==> src/rtl/shape_pkg.sv <==
// Shared definitions for the shape scheduler: FSM state encoding and the
// record type value that marks an unused shape slot.
package shape_pkg;

    typedef enum logic [2:0] {
        IDLE       = 3'd0,
        ISSUE      = 3'd1,
        WAIT_START = 3'd2,
        WAIT_READ  = 3'd3,
        PRESENT    = 3'd4,
        DONE       = 3'd5
    } state_t;

    localparam int TY_EMPTY = 0;

endpackage

==> src/rtl/shape_scheduler.sv <==
// Walks shape slots 0..count-1 once per frame: fetches each record from an
// external reader, drops empty slots, and hands the rest to the drawer.
module shape_scheduler
    import shape_pkg::*;
#(
    parameter int CORDW = 10,
    parameter int DATAW = 12,
    parameter int NUMW  = DATAW
) (
    input  logic             clk,
    input  logic             rst_n,
    input  logic             frame_start,
    input  logic [NUMW-1:0]  shape_count,
    output logic [NUMW-1:0]  rd_id,
    output logic             rd_trigger,
    input  logic             rd_busy,
    input  logic [DATAW-1:0] rd_ty,
    input  logic [DATAW-1:0] rd_size,
    input  logic [DATAW-1:0] rd_rotate,
    input  logic [CORDW-1:0] rd_x,
    input  logic [CORDW-1:0] rd_y,
    output logic             out_valid,
    input  logic             out_ready,
    output logic [NUMW-1:0]  out_id,
    output logic [DATAW-1:0] out_ty,
    output logic [DATAW-1:0] out_size,
    output logic [DATAW-1:0] out_rotate,
    output logic [CORDW-1:0] out_x,
    output logic [CORDW-1:0] out_y,
    output logic             busy,
    output logic             frame_done,
    output logic             overrun
);

    state_t            r_state;
    state_t            w_next;
    logic [NUMW-1:0]   r_count;
    logic [NUMW-1:0]   r_cur_id;
    logic [NUMW-1:0]   r_rd_id;
    logic              r_rd_trigger;
    logic              r_out_valid;
    logic              r_frame_done;
    logic              r_overrun;
    logic [NUMW-1:0]   r_out_id;
    logic [DATAW-1:0]  r_out_ty;
    logic [DATAW-1:0]  r_out_size;
    logic [DATAW-1:0]  r_out_rotate;
    logic [CORDW-1:0]  r_out_x;
    logic [CORDW-1:0]  r_out_y;

    logic              w_last;
    logic              w_capture;
    logic              w_empty;
    logic              w_transfer;
    logic              w_advance;

    // count is non-zero whenever this is consulted, so count-1 never wraps
    assign w_last     = (r_cur_id == (r_count - NUMW'(1)));
    assign w_capture  = (r_state == WAIT_READ) && !rd_busy;
    assign w_empty    = (rd_ty == DATAW'(TY_EMPTY));
    assign w_transfer = (r_state == PRESENT) && r_out_valid && out_ready;
    assign w_advance  = (w_capture && w_empty) || w_transfer;

    always_ff @(posedge clk or negedge rst_n) begin
        if (!rst_n) begin
            r_state <= IDLE;
        end else begin
            r_state <= w_next;
        end
    end

    always_comb begin
        w_next = r_state;
        case (r_state)
            IDLE: begin
                if (frame_start) begin
                    w_next = (shape_count == '0) ? DONE : ISSUE;
                end
            end
            ISSUE:      w_next = WAIT_START;
            WAIT_START: begin
                if (rd_busy) begin
                    w_next = WAIT_READ;
                end
            end
            WAIT_READ: begin
                if (!rd_busy) begin
                    if (!w_empty) begin
                        w_next = PRESENT;
                    end else begin
                        w_next = w_last ? DONE : ISSUE;
                    end
                end
            end
            PRESENT: begin
                if (w_transfer) begin
                    w_next = w_last ? DONE : ISSUE;
                end
            end
            DONE:    w_next = IDLE;
            default: w_next = IDLE;
        endcase
    end

    // Strobes are registered, which puts the first trigger two cycles
    // after frame_start and frame_done the cycle after DONE.
    always_ff @(posedge clk or negedge rst_n) begin
        if (!rst_n) begin
            r_count      <= '0;
            r_cur_id     <= '0;
            r_rd_id      <= '0;
            r_rd_trigger <= 1'b0;
            r_out_valid  <= 1'b0;
            r_frame_done <= 1'b0;
            r_overrun    <= 1'b0;
            r_out_id     <= '0;
            r_out_ty     <= '0;
            r_out_size   <= '0;
            r_out_rotate <= '0;
            r_out_x      <= '0;
            r_out_y      <= '0;
        end else begin
            r_rd_trigger <= (r_state == ISSUE);
            r_frame_done <= (r_state == DONE);

            if (frame_start && (r_state != IDLE)) begin
                r_overrun <= 1'b1;
            end

            if ((r_state == IDLE) && frame_start) begin
                r_count  <= shape_count;
                r_cur_id <= '0;
            end else if (w_advance && !w_last) begin
                r_cur_id <= r_cur_id + NUMW'(1);
            end

            if (r_state == ISSUE) begin
                r_rd_id <= r_cur_id;
            end

            if (w_capture) begin
                r_out_id     <= r_cur_id;
                r_out_ty     <= rd_ty;
                r_out_size   <= rd_size;
                r_out_rotate <= rd_rotate;
                r_out_x      <= rd_x;
                r_out_y      <= rd_y;
                r_out_valid  <= !w_empty;
            end else if (w_transfer) begin
                r_out_valid <= 1'b0;
            end
        end
    end

    assign busy       = (r_state != IDLE);
    assign rd_id      = r_rd_id;
    assign rd_trigger = r_rd_trigger;
    assign out_valid  = r_out_valid;
    assign frame_done = r_frame_done;
    assign overrun    = r_overrun;
    assign out_id     = r_out_id;
    assign out_ty     = r_out_ty;
    assign out_size   = r_out_size;
    assign out_rotate = r_out_rotate;
    assign out_x      = r_out_x;
    assign out_y      = r_out_y;

endmodule

==> config.mk <==
export PLATFORM = sky130hd
export DESIGN_NAME = shape_scheduler
export DESIGN_NICKNAME = d
export VERILOG_FILES = /design/src/rtl/shape_pkg.sv /design/src/rtl/shape_scheduler.sv
export SDC_FILE = /design/constraint.sdc
export NUM_CORES = 1
export LEC_CHECK = 0
export CORE_MARGIN = 1
export CORE_UTILIZATION = 50
export DETAILED_ROUTE_END_ITERATION = 8
export PLACE_DENSITY_LB_ADDON = 0.25
export SETUP_SLACK_MARGIN = 0.5
export SLEW_MARGIN = 20
export SYNTH_ARGS = -nofsm -noshare
export SYNTH_HDL_FRONTEND = slang
export SYNTH_SLANG_ARGS = --single-unit
==> constraint.sdc <==
create_clock -name clk -period 4.95 [get_ports clk]
set_input_delay 0.99 -clock clk [delete_from_list [all_inputs] [get_ports clk]]
set_output_delay 0.99 -clock clk [all_outputs]
set_load 0.02 [all_outputs]
==> run metrics <==
FF-to-FF End=r_cur_id[10]$_DFFE_PN0P_; CTS max path bufs=2; RR Startpoint=r_count[0]$_DFFE_PN0P_; Initial Utilization=51.3%; CTS resizes=0; Placed Instance Area=0.00665 mm²; initial antenna violation count=0; crit path max fanout=12; Rows=36; syn nets=495; RSZ-0062 raised after global routing=no; die area=0.0104 mm²; Hold Crit Class=flop to flop; fin crit share=67.6%; ys async rst share=100%; Clock Sink Count=111; layout cells sized above 1=19.1%; vias in the first global route=3,898; library cells used by synthesis=49; CP arrival=3.60 ns; CP Cell Sequence=inv_1 -> ha_1 -> or4b_4 -> nor4_2 -> mux2i_1 -> a22oi_2 -> and4_1 -> nor3_1 -> mux2_4; FF-to-FF setup slack=1.61 ns; Synth Flop Type=dfrtp_1; run status=finished clean; PortBufs=157; post-synthesis sequential area ratio=55.6%; Vias/cell=5.42; Vias=3,817; number of CTS-inserted buffers=9; hold depth=1; reg2reg path depth=9; post-CTS setup buffers=0; GRT Overall Usage=24.0%; Post-Syn Area=0.00499 mm²; largest net degree at the start of global routing=77; power per cell area=560 mW/mm²; drt pass-1 iters=4; antenna fix cells=0; Cells after Synth=420; leakage=2.94 nW; endpoint class of the critical path=flop; Max-slew headroom=30.2%; Layout area overhead=37.1%; Hold Fails Final Rpt=0; core area=0.00973 mm²; hold endpoint=overrun$_DFFE_PN0P_; Fmax achieved=299 MHz; CTS root buf=clkbuf_8; # setup viols final=0; starting DRC count in detailed routing=122; Die Wd=102 µm; Post-Layout Cell Count=704; Hold Path Origin=overrun$_DFFE_PN0P_; Final nets=641; Synth Area per Inst=11.9 µm²; crit-path leading delay family=simple AND/OR/NAND/NOR gates; max incr delay on CP=0.53 ns; H-tree Lvls=3; Avg WL per Cell=16.8 µm; Setup TNS=0 ns; DRT Wirelength=11,800 µm; worst endpoint required time=5.21 ns; Yosys warnings=0; Critical Path Source Type=flop; clk_lat worst skew=0.37 ns; Placed Cells=688; critical path's slowest cell=or4b_4; max cap viols=0; max-slew violation count=0; first-pass GRT wire length=19,100 µm; fin crit period=3.34 ns; Max Clock Skew=0.0118 ns; Critical Setup Path Class=flop to flop; CTS tree=built; fin area=0.00685 mm²; DRC viols=0; hold_buf cts=0; Worst Path Buf+Inv=1; worst vdd ir=0.379 mV; Vert. Die Dim=102 µm; HPWL after DPL=8620 µm; IO Pins=158; antenna-violating nets left=0; register clock-pin slew on the reported worst setup and hold paths=0.10 ns; Synth Register Bits=111; routability congestion estimate=0.925; EDFF count, synth=0; Least-Margin Pin Slew=1.05 ns; Overflow after GRT=0
[worst reg2reg max path, delay by kind of cell (launching register included)]
family / cells / cell delay [ns]
AND/OR/NAND/NOR: 4 / 1.49
adder cells (fa/ha/maj): 1 / 0.43
buffers and inverters: 1 / 0.12
flip-flops: 1 / 0.50
AO/OA/AOI/OAI: 1 / 0.12
multiplexers: 2 / 0.59
[synth_stat cells (2+ instances only)]
master	count	area (µm²)
nand2b_1	4	25.0
and4b_1	3	30.0
a21oi_1	4	20.0
and4_1	2	17.5
nand3_1	9	45.0
clkbuf_1	21	78.8
nor2b_1	2	12.5
or3_1	2	12.5
o211ai_1	3	22.5
o21ai_0	15	75.1
o21a_1	2	15.0
nor4_1	10	62.6
buf_4	2	15.0
nand4_1	5	31.3
a31oi_1	3	18.8
dfrtp_1	111	2780
xnor2_1	8	70.1
mux2_2	80	901
ha_1	2	25.0
inv_1	6	22.5
mux2i_1	6	60.1
nand2_1	55	206
xor2_1	5	43.8
or4_1	4	30.0
and3_1	4	25.0
nor3_1	9	45.0
and2_1	4	25.0
nor2_1	15	56.3
a211oi_1	4	30.0
[layer usage]
metal	vias to the layer above	part of all wire (%)	track usage, %
met3	15	9.0	9.17
met4	0	1.3	6.04
met1	1886	41	30.2
met5	-	0	0
li1	1778	-	-
met2	138	49	39.1
[metrics by stage]
stage	setup slack, ns	power [mW]	utilization [%]	hold slack, ns
6_report	1.61	3.84	70.4	0.464
5_1_grt	1.40	4.05	70.4	0.500
4_1_cts	1.70	3.86	70.4	0.473
3_5_place_dp	1.50	3.31	68.4	0.449
3_3_place_gp	1.62	3.25	68.4	0.438
2_1_floorplan	2.18	2.51	-	0.465
[area by class of cell]
type                       instances  area [µm²]
clock buffer                      10         128
clock inverter                     6        67.6
fill                             752        2880
inverter                           6        22.5
multi-input combinational        279        2100
sequential                       111        2780
tap                              133         166
timing repair buffer             159        1580
[state kept, by name (all words and copies together) (netlist names), 3 cells and up]
register / flops
out_x: 10
out_size: 12
r_cur_id: 12
r_count: 12
out_y: 10
r_state: 3
rd_id: 12
out_id: 12
out_rotate: 12
out_ty: 12
[worst max path at each step]
stage,from,end,slack [ns],depth (start not counted)
finish,r_count[0]$_DFFE_PN0P_,r_cur_id[10]$_DFFE_PN0P_,1.61,9
global placement,rd_busy,r_cur_id[9]$_DFFE_PN0P_,1.62,8
CTS,r_count[0]$_DFFE_PN0P_,r_cur_id[10]$_DFFE_PN0P_,1.70,9
floorplan,r_count[0]$_DFFE_PN0P_,r_cur_id[10]$_DFFE_PN0P_,2.18,11
global route,r_count[0]$_DFFE_PN0P_,r_cur_id[10]$_DFFE_PN0P_,1.40,9
detailed placement,rd_busy,r_cur_id[9]$_DFFE_PN0P_,1.50,8
[cells in the final DEF, fill, tap and decap left out, types with 4 or more instances in the layout]
cell             netlist  final
clkbuf_8               0      9
or4_1                  4      4
nor4_1                10     10
inv_1                  6      6
clkdlybuf4s50_1        0    156
mux2i_1                6      6
xor2_1                 5      5
nand3_1                9      9
xnor2_1                8      8
nor2_1                15     15
nand4_1                5      5
nor3_1                 9      9
o21ai_0               15     15
a21oi_1                4      4
mux2_2                80     80
a211oi_1               4      4
nand2_1               55     55
dfrtp_1              111    111
nand2b_1               4      4
and3_1                 4      4
[kinds of logic (layout without fill, tap and decap cells)]
| logic type | after synthesis | in the layout | synth area share [%] |
|---|---|---|---|
| simple gates | 136 | 136 | 14.2 |
| flops | 111 | 111 | 55.6 |
| mux | 87 | 87 | 19.5 |
| compound gates | 41 | 41 | 5.44 |
| buf+inv | 30 | 181 | 2.43 |
| xor+xnor | 13 | 13 | 2.28 |
| fa+ha+maj | 2 | 2 | 0.501 |
[where the power goes]
group	internal [mW]	switching, mW
Combinational	0.927	0.882
Sequential	1.23	0.256
Clock	0.237	0.310
Total	2.39	1.45
(Power assumes the default switching activity.)
